--- src/rtl/button_led_controller.sv ---
// rtl/button_led_controller.sv - debounced push buttons driving LEDs with short/long press events and blink mode
module button_led_controller #(
    parameter int NUM_BUTTONS       = 3,
    parameter int SYNC_STAGES       = 2,
    parameter int DEBOUNCE_CYCLES   = 500000,
    parameter int LONG_PRESS_CYCLES = 50000000,
    parameter int BLINK_HALF_PERIOD = 12500000
) (
    input  logic                   clock,
    input  logic                   reset_n,
    input  logic [NUM_BUTTONS-1:0] button_n,
    output logic [NUM_BUTTONS-1:0] led,
    output logic [NUM_BUTTONS-1:0] short_press,
    output logic [NUM_BUTTONS-1:0] long_press
);

    localparam int DW = $clog2(DEBOUNCE_CYCLES + 1);
    localparam int HW = $clog2(LONG_PRESS_CYCLES + 1);
    localparam int BW = $clog2(BLINK_HALF_PERIOD + 1);

    typedef enum logic [1:0] {
        RELEASED  = 2'd0,
        PRESSED   = 2'd1,
        HELD_LONG = 2'd2
    } state_t;

    logic [1:0] rst_sync;
    logic       rst_s_n;

    always_ff @(posedge clock or negedge reset_n) begin
        if (!reset_n) rst_sync <= 2'b00;
        else          rst_sync <= {rst_sync[0], 1'b1};
    end
    assign rst_s_n = rst_sync[1];

    logic [NUM_BUTTONS-1:0] sync_ff [SYNC_STAGES];
    logic [NUM_BUTTONS-1:0] sync;

    always_ff @(posedge clock or negedge rst_s_n) begin
        if (!rst_s_n) begin
            for (int s = 0; s < SYNC_STAGES; s++) sync_ff[s] <= '1;
        end else begin
            sync_ff[0] <= button_n;
            for (int s = 1; s < SYNC_STAGES; s++) sync_ff[s] <= sync_ff[s-1];
        end
    end
    assign sync = sync_ff[SYNC_STAGES-1];

    logic [DW-1:0]          deb_cnt_q [NUM_BUTTONS];
    logic [DW-1:0]          deb_cnt_d [NUM_BUTTONS];
    logic [HW-1:0]          hold_cnt_q [NUM_BUTTONS];
    logic [HW-1:0]          hold_cnt_d [NUM_BUTTONS];
    state_t                 state_q [NUM_BUTTONS];
    state_t                 state_d [NUM_BUTTONS];
    logic [NUM_BUTTONS-1:0] deb_level_q, deb_level_d;
    logic [NUM_BUTTONS-1:0] led_state_q, led_state_d;
    logic [NUM_BUTTONS-1:0] blink_en_q, blink_en_d;
    logic [NUM_BUTTONS-1:0] led_d, short_d, long_d;
    logic [BW-1:0]          blink_cnt_q, blink_cnt_d;
    logic                   blink_phase_q, blink_phase_d;

    always_ff @(posedge clock or negedge rst_s_n) begin
        if (!rst_s_n) begin
            for (int i = 0; i < NUM_BUTTONS; i++) begin
                deb_cnt_q[i]  <= '0;
                hold_cnt_q[i] <= '0;
                state_q[i]    <= RELEASED;
            end
            deb_level_q   <= '1;
            led_state_q   <= '0;
            blink_en_q    <= '0;
            blink_cnt_q   <= '0;
            blink_phase_q <= 1'b0;
            led           <= '0;
            short_press   <= '0;
            long_press    <= '0;
        end else begin
            for (int i = 0; i < NUM_BUTTONS; i++) begin
                deb_cnt_q[i]  <= deb_cnt_d[i];
                hold_cnt_q[i] <= hold_cnt_d[i];
                state_q[i]    <= state_d[i];
            end
            deb_level_q   <= deb_level_d;
            led_state_q   <= led_state_d;
            blink_en_q    <= blink_en_d;
            blink_cnt_q   <= blink_cnt_d;
            blink_phase_q <= blink_phase_d;
            led           <= led_d;
            short_press   <= short_d;
            long_press    <= long_d;
        end
    end

    // The press FSM reacts to the debouncer's next level so pulses land on the same edge the level is accepted.
    always_comb begin
        deb_level_d   = deb_level_q;
        led_state_d   = led_state_q;
        blink_en_d    = blink_en_q;
        short_d       = '0;
        long_d        = '0;
        led_d         = '0;
        blink_cnt_d   = blink_cnt_q + 1'b1;
        blink_phase_d = blink_phase_q;
        if (blink_cnt_q == BW'(BLINK_HALF_PERIOD - 1)) begin
            blink_cnt_d   = '0;
            blink_phase_d = ~blink_phase_q;
        end
        for (int i = 0; i < NUM_BUTTONS; i++) begin
            deb_cnt_d[i]  = '0;
            hold_cnt_d[i] = hold_cnt_q[i];
            state_d[i]    = state_q[i];
            if (sync[i] != deb_level_q[i]) begin
                if (deb_cnt_q[i] == DW'(DEBOUNCE_CYCLES - 1)) deb_level_d[i] = sync[i];
                else                                          deb_cnt_d[i]   = deb_cnt_q[i] + 1'b1;
            end
            case (state_q[i])
                RELEASED: begin
                    if (!deb_level_d[i]) begin
                        state_d[i]    = PRESSED;
                        hold_cnt_d[i] = '0;
                    end
                end
                PRESSED: begin
                    if (deb_level_d[i]) begin
                        state_d[i]     = RELEASED;
                        short_d[i]     = 1'b1;
                        led_state_d[i] = ~led_state_q[i];
                    end else if (hold_cnt_q[i] == HW'(LONG_PRESS_CYCLES - 1)) begin
                        state_d[i]    = HELD_LONG;
                        long_d[i]     = 1'b1;
                        blink_en_d[i] = ~blink_en_q[i];
                    end else begin
                        hold_cnt_d[i] = hold_cnt_q[i] + 1'b1;
                    end
                end
                HELD_LONG: begin
                    if (deb_level_d[i]) state_d[i] = RELEASED;
                end
                default: state_d[i] = RELEASED;
            endcase
            led_d[i] = blink_en_d[i] ? blink_phase_d : led_state_d[i];
        end
    end

endmodule

--- config.mk ---
export PLATFORM = sky130hd
export DESIGN_NAME = button_led_controller
export DESIGN_NICKNAME = d
export VERILOG_FILES = /design/src/rtl/button_led_controller.sv
export SDC_FILE = /design/constraint.sdc
export NUM_CORES = 1
export LEC_CHECK = 0
export CORE_ASPECT_RATIO = 1.1
export CORE_MARGIN = 2
export CORE_UTILIZATION = 57
export CTS_CLUSTER_SIZE = 25
export DETAILED_ROUTE_END_ITERATION = 6
export GPL_TIMING_DRIVEN = 0
export PLACE_DENSITY = 0.76
export SLEW_MARGIN = 20
export SYNTH_ARGS = -nofsm -noshare
export SYNTH_HDL_FRONTEND = slang
export SYNTH_SLANG_ARGS = --single-unit
--- constraint.sdc ---
create_clock -name clock -period 5.8 [get_ports clock]
set_clock_uncertainty 0.2 [all_clocks]
set_input_delay 0.58 -clock clock [delete_from_list [all_inputs] [get_ports clock]]
set_output_delay 0.58 -clock clock [all_outputs]
set_load 0.01 [all_outputs]
## After elaboration in Yosys (flattened, before gate mapping)

Index checks and enable logic that the tools add are counted.

| word-level totals | value |
|---|---|
| register bits | 192 |

| cells by class | value |
|---|---|
| add/sub/neg operators | 7 |
| eq/ne operators | 31 |
| mux-type cells | 74 |
| bitwise logic cells | 7 |
| reduce and logical (&&, ||, !) cells | 12 |

Operators by type and width:

| kind | number |
|---|---|
| $mux W26 | 9 |
| $pmux W26 S2 | 3 |
| $mux W19 | 6 |
| $add A26 B1 Y26 const B | 3 |
| $eq A26 B26 Y1 const B | 3 |
| $add A19 B1 Y19 const B | 3 |
| $eq A19 B19 Y1 const B | 3 |
| $mux W1 | 40 |
| $add A24 B1 Y24 const B | 1 |
| $eq A24 B24 Y1 const B | 1 |
| $mux W2 | 12 |
| $mux W24 | 1 |
| $ne A2 B2 Y1 const B | 12 |
| $pmux W2 S3 | 3 |
| $reduce_and A4 Y1 | 3 |
| $ne A3 B3 Y1 const B | 3 |
| $reduce_and A3 Y1 | 3 |
| $not A1 Y1 | 7 |
| $eq A2 B1 Y1 const B | 3 |
| $eq A2 B2 Y1 const B | 3 |
| $logic_not A2 Y1 | 3 |
| $reduce_bool A2 Y1 | 3 |
| $ne A1 B1 Y1 | 3 |

## Longest topological paths before layout

| logic depth | value |
|---|---|
| depth in word-level cells | 6 |
| gate-level depth with buffers | 10 |
| gate-level depth less buffers | 8 |

## Worst setup path before layout

No wires, ideal clock.

| timing | value |
|---|---|
| path type | flip-flop to flip-flop |
| from | register deb_cnt_q[14] (netlist name) |
| to | register hold_cnt_q[11] (netlist name) |
| library setup time | 78 ps |
| data arrival time | 2475 ps |
| data required time | 5522 ps |
| slack | 3047 ps |
| cell stages (with the launch flop) | 8 |
| buffers on the path | 1 |
| clock period less this slack | 2753 ps |
| path through | dfrtp_1 -> or4b_1 -> or4_4 -> nor4_4 -> o21bai_2 -> buf_2 -> or4_1 -> a21oi_1 |

| between the ends | value |
|---|---|
| longest elaborated chain between the ends | 5 |
| elaborated cells on any way between the ends | 6 |

RTL lines:

| what | RTL line | text |
|---|---|---|
| start: declaration | 49 | `logic [DW-1:0] deb_cnt_q [NUM_BUTTONS];` |
| start signal: indexed assignment | 79 | `deb_cnt_q[i] <= deb_cnt_d[i];` |
| $eq A19 B19 Y1 (*) | 113 | `if (deb_cnt_q[i] == DW'(DEBOUNCE_CYCLES - 1)) deb_level_d[i] = sync[i];` |
| $mux W1 (*) | 113 |  |
| $mux W1 (*) | 112 | `if (sync[i] != deb_level_q[i]) begin` |
| $ne A2 B2 Y1 (no line) | -- |  |
| $reduce_and A4 Y1 (no line) (*) | -- |  |
| end signal: indexed assignment | 80 | `hold_cnt_q[i] <= hold_cnt_d[i];` |
| end: declaration | 51 | `logic [HW-1:0] hold_cnt_q [NUM_BUTTONS];` |

Mark *: on every way between the ends. The rest lies on a longest branch, timed or not.
A chain may end at the register's enable or synchronous reset.

## Worst setup path after layout

| timing | value |
|---|---|
| from | register hold_cnt_q[26] (netlist name) |
| to | register blink_en_q[1] |

| between the ends | value |
|---|---|
| longest elaborated chain between the ends | 4 |

RTL lines:

| what | RTL line | text |
|---|---|---|
| $eq A26 B26 Y1 | 128 | `end else if (hold_cnt_q[i] == HW'(LONG_PRESS_CYCLES - 1)) begin` |
| $mux W1 | 128 |  |
| $mux W1 | 124 | `if (deb_level_d[i]) begin` |
| $mux W1 | 116 | `case (state_q[i])` |
| via blink_en_d[1] | 57 | `logic [NUM_BUTTONS-1:0] blink_en_q, blink_en_d;` |
| end signal: assignment | 85 | `blink_en_q <= blink_en_d;` |
| end: declaration | 57 |  |

The timed path passes the listed nets, and every way through them passes these cells.

==> report_table.html <==
<table>
<tr><th>Metric</th><th>Value</th></tr>
<tr><th colspan="2">Run status</th></tr>
<tr><td>Result of the run</td><td>complete, no violations</td></tr>
<tr><th colspan="2">Critical path</th></tr>
<tr><td>Category of the worst setup path capture point</td><td>register</td></tr>
<tr><td>Reg-to-Reg Start</td><td>hold_cnt_q[26]$_DFFE_PN0P_</td></tr>
<tr><td>Number of cells traversed by the worst register-to-register path</td><td>8</td></tr>
<tr><td>Crit start category</td><td>register</td></tr>
<tr><td>Worst EP arrival</td><td>3.31 ns</td></tr>
<tr><td>Worst-path maximum fanout</td><td>10</td></tr>
<tr><td>Crit path capture</td><td>blink_en_q[1]$_DFF_PN0_</td></tr>
<tr><td>Endpoint of the lowest-slack register-to-register path</td><td>blink_en_q[1]$_DFF_PN0_</td></tr>
<tr><td>Worst setup path start</td><td>hold_cnt_q[26]$_DFFE_PN0P_</td></tr>
<tr><td>Setup CP Type</td><td>register to register</td></tr>
<tr><td>Required arrival time at the worst endpoint</td><td>5.95 ns</td></tr>
<tr><td>Setup slack of the worst register-to-register path</td><td>2.65 ns</td></tr>
<tr><th colspan="2">Clock network</th></tr>
<tr><td>Number of buffers created by CTS</td><td>17</td></tr>
<tr><td>CTS resizes</td><td>0</td></tr>
<tr><td>Clock slew seen by the registers of the worst setup and hold paths</td><td>0.07 ns</td></tr>
<tr><td>Clock root buffer</td><td>clkbuf_16</td></tr>
<tr><td>Total setup buffers inserted after CTS</td><td>0</td></tr>
<tr><td>Clock latency on the worst-skew pair</td><td>0.44 ns</td></tr>
<tr><td>CTS HTree Levels</td><td>4</td></tr>
<tr><td>Longest Clk Path Bufs</td><td>2</td></tr>
<tr><td>CTS Hold Buffers Added</td><td>0</td></tr>
<tr><td>Sink count of the clock tree</td><td>192</td></tr>
<tr><td>CTS tree</td><td>built</td></tr>
<tr><th colspan="2">Final layout</th></tr>
<tr><td>Antenna diode count</td><td>0</td></tr>
<tr><td>Ratio of cells with drive above 1 in the final layout</td><td>5.76%</td></tr>
<tr><td>Cell Count, Final, Fillers Out</td><td>roughly 1300</td></tr>
<tr><td>Net count reported at finish</td><td>1058</td></tr>
<tr><td>Area growth from synthesis to layout</td><td>11.1%</td></tr>
<tr><th colspan="2">Power and ir drop</th></tr>
<tr><td>Overall Power</td><td>0.00259 W</td></tr>
<tr><td>Power dissipated by switching net loads</td><td>0.000569 W</td></tr>
<tr><td>Clock Power Share</td><td>45.7%</td></tr>
<tr><td>Part of the power in registers</td><td>52.5%</td></tr>
<tr><td>Worst ir drop on vdd</td><td>~0.23 mV</td></tr>
<tr><td>Combinational group share of total power</td><td>1.8%</td></tr>
<tr><td>Internal power</td><td>0.00202 W</td></tr>
<tr><td>Leakage power summed over all cells</td><td>4.46 nW</td></tr>
<tr><td>Switching Share</td><td>between 20% and 30%</td></tr>
<tr><td>Power density over the cells</td><td>242 nW/µm²</td></tr>
<tr><th colspan="2">Drt</th></tr>
<tr><td>Number of detailed-route iterations in the first pass</td><td>4</td></tr>
<tr><td>Detailed-route vias per instance</td><td>6.06</td></tr>
<tr><td>Number of remaining DRC errors</td><td>0</td></tr>
<tr><td>Drt initial violations</td><td>around 540</td></tr>
<tr><td>Number of vias in the routed layout</td><td>7656</td></tr>
<tr><td>Wire per inst</td><td>15.8 µm</td></tr>
<tr><td>Final ANT Viol Nets</td><td>0</td></tr>
<tr><td>Wirelength, routed</td><td>19.9 mm</td></tr>
<tr><th colspan="2">Logic synthesis</th></tr>
<tr><td>Async S/R FF share, synth</td><td>100%</td></tr>
<tr><td>Multiplexer share of the synthesized area</td><td>0.325%</td></tr>
<tr><td>Avg Synthesized Cell Area</td><td>9.51 µm²</td></tr>
<tr><td>Cell taking the most area after synthesis</td><td>dfrtp_1</td></tr>
<tr><td>Register bit total from synthesis</td><td>between 150 and 200</td></tr>
<tr><td>Number of instances in the synthesized netlist</td><td>1011</td></tr>
<tr><td>Synth Area in Compound Gates</td><td>13.0%</td></tr>
<tr><td>Synth Area in Adders</td><td>less than 1%</td></tr>
<tr><td>Area share of and/or/nand/nor cells after synthesis</td><td>a little over a quarter</td></tr>
<tr><td>Dominant combinational cell family by area after synthesis</td><td>simple AND/OR/NAND/NOR gates</td></tr>
<tr><td>Post-synth top flop</td><td>dfrtp_1</td></tr>
<tr><td>Distinct cells, synth</td><td>64</td></tr>
<tr><td>Net count after synthesis</td><td>1023</td></tr>
<tr><td>Cell with the most instances after synthesis</td><td>dfrtp_1</td></tr>
<tr><td>Area share of xor/xnor cells in the synthesized design</td><td>7.01%</td></tr>
<tr><td>Synth area leaders</td><td>dfrtp_1 (48%), xor2_1 (4.6%), nor2_1 (3.9%), o21ai_0 (3.7%), nand2_1 (3.4%)</td></tr>
<tr><td>List of most frequent post-synthesis cells</td><td>dfrtp_1 (183), nor2_1 (99), nand2_1 (88)</td></tr>
<tr><td>Warnings, synthesis</td><td>0</td></tr>
<tr><td>Number of enable flip-flop cells after synthesis</td><td>0</td></tr>
<tr><td>Share of the synthesized area in the top cell type</td><td>47.6%</td></tr>
<tr><td>Post-Synthesis Cell Area</td><td>9610 µm²</td></tr>
<tr><td>Sequential-to-total area share from yosys stat</td><td>between 50% and 60%</td></tr>
<tr><th colspan="2">Min path</th></tr>
<tr><td>Class of the tightest hold or removal check</td><td>register to async pin</td></tr>
<tr><th colspan="2">Floorplan</th></tr>
<tr><td>Area of the core</td><td>16400 µm²</td></tr>
<tr><td>Ports</td><td>14</td></tr>
<tr><td>Floorplan die area</td><td>17900 µm²</td></tr>
<tr><td>Row count</td><td>49</td></tr>
<tr><td>Starting utilization of the core area</td><td>58.5%</td></tr>
<tr><td>DIE HEIGHT</td><td>roughly 140 µm</td></tr>
<tr><td>DIE WIDTH</td><td>128 µm</td></tr>
<tr><th colspan="2">GRT</th></tr>
<tr><td>Number of antenna violations at the first check in global routing</td><td>0</td></tr>
<tr><td>Pin count of the biggest net entering global routing</td><td>58</td></tr>
<tr><td>Overall fraction of global-route tracks in use</td><td>23.9%</td></tr>
<tr><td>Total overflow reported by the global router</td><td>0</td></tr>
<tr><td>Number of global-route vias before repair</td><td>7463</td></tr>
<tr><td>Global-route wire length before repair</td><td>about 35 mm</td></tr>
<tr><th colspan="2">Place</th></tr>
<tr><td>Post-DP HPWL</td><td>~14 mm</td></tr>
<tr><td>Final Wtd Congestion</td><td>0.910</td></tr>
<tr><td>Cell count after placement</td><td>1231</td></tr>
<tr><td>Count of input and output buffers</td><td>13</td></tr>
<tr><th colspan="2">Timing</th></tr>
<tr><td>Post-Route Hold Slack</td><td>0.0555 ns</td></tr>
<tr><td>Remaining max-slew budget at the tightest pin</td><td>27.0%</td></tr>
<tr><td>Worst Max-Slew Pin Slew</td><td>1.09 ns</td></tr>
<tr><td>Final setup violation count</td><td>0</td></tr>
<tr><td>Final Max Slew Viols</td><td>0</td></tr>
<tr><td>Final Hold Viols</td><td>0</td></tr>
<tr><td>Total Negative Setup Slacks</td><td>0 ns</td></tr>
<tr><td>Peak Freq</td><td>317 MHz</td></tr>
<tr><td>Portion of the clock cycle consumed by the worst path in the final layout</td><td>a little over half</td></tr>
<tr><td>Setup repair after global routing missed its margin</td><td>no</td></tr>
<tr><td>Tmin final</td><td>between 3 and 4 ns</td></tr>
<tr><th colspan="2">Job</th></tr>
<tr><td>Max-cap check violation count</td><td>0</td></tr>
</table>
-- metrics by stage --
stage / cell area [µm²] / utilization [%] / setup slack [ns]
floorplan: 9620 / - / 2.44
global placement: 10000 / 60.9 / 1.28
detailed placement: 10100 / 61.4 / 2.65
CTS: 10700 / 65.0 / 2.63
global route: 10700 / 65.0 / 2.32
finish: 10700 / 65.0 / 2.65
-- routing by layer --
metal / vias up / GRT usage (%) / part of all wire [%]
met4: 0 / 7.35 / 1.0
met1: 3766 / 33.9 / 48
met2: 130 / 37.9 / 48
met3: 13 / 3.93 / 2.9
met5: - / 0 / 0
li1: 3747 / - / -
-- layout by cell type (no fill, tap or decap), types with 13 or more instances in the layout --
cell type        netlist  final
nand3_1               61     61
xor2_1                50     50
inv_1                 29     29
or4_1                 23     23
nand2_1               88     88
clkdlybuf4s50_1        0     13
a21oi_1               48     48
or3_1                 34     34
o31ai_1               26     26
clkbuf_1              28     29
and3_1                20     20
nand4_1               35     35
dfrtp_1              183    182
clkbuf_16              0     17
xnor2_1               27     27
nor2_1                99     99
nor4_1                20     20
and2_1                13     13
nor3_1                18     18
o21ai_0               71     71
-- power groups by stage --
stage	sequential, W	combinational [W]	clock, W
global placement	0.00141	0.0000188	0
floorplan	0.00140	0.0000128	0
finish	0.00136	0.0000465	0.00118
detailed placement	0.00138	0.0000488	0
global route	0.00136	0.0000552	0.00126
CTS	0.00136	0.0000490	0.00121
-- critical path, stage by stage, from the launching register on --
cell and delay, ns:
dfrtp_1 0.42, ha_1 0.21, nand3_1 0.23, or2_2 0.36
clkbuf_1 0.16, nor3_1 0.89, nand2_1 0.18, nor2_1 0.24
xor2_1 0.18
-- state kept, by name, summed over array words and instances (netlist names) --
register       flops
led                3
led_state_q        3
rst_sync           2
sync_ff            3
hold_cnt_q        78
sync               3
blink_cnt_q       24
short_press        3
deb_cnt_q         57
blink_en_q         3
deb_level_q        3
blink_phase_q      1
long_press         3
state_q            6
-- logic make-up (layout without fill, tap and decap cells) --
| kind of cell | Yosys count | in the layout |
|---|---|---|
| AND/OR/NAND/NOR | 471 | 471 |
| AO/OA/AOI/OAI | 200 | 200 |
| flip-flops | 192 | 192 |
| XOR/XNOR | 77 | 77 |
| buffers and inverters | 60 | 108 |
| adder cells (fa/ha/maj) | 7 | 7 |
| multiplexers | 3 | 3 |
| other | 1 | 1 |
-- worst min path at each step --
stage | endpoint | cells after the start | from
floorplan | rst_sync[0]$_DFF_PN0_ | 0 | reset_n
global placement | rst_sync[1]$_DFF_PN0_ | 0 | rst_sync[0]$_DFF_PN0_
detailed placement | deb_cnt_q[9]$_DFF_PN0_ | 0 | rst_sync[1]$_DFF_PN0_
CTS | deb_cnt_q[1]$_DFF_PN0_ | 0 | rst_sync[1]$_DFF_PN0_
global route | deb_cnt_q[9]$_DFF_PN0_ | 0 | rst_sync[1]$_DFF_PN0_
finish | deb_cnt_q[9]$_DFF_PN0_ | 0 | rst_sync[1]$_DFF_PN0_
-- final cells by class --
class                           count  area [µm²]
Fill cell                        1357        5750
Sequential cell                   192        4820
Multi-Input combinational cell    759        4570
Clock buffer                       19         443
Tap cell                          204         255
Timing Repair Buffer               16         213
Clock inverter                     13         150
Buffer                             31         119
Inverter                           29         109
Note: power is estimated with default switching activity, not from simulation.
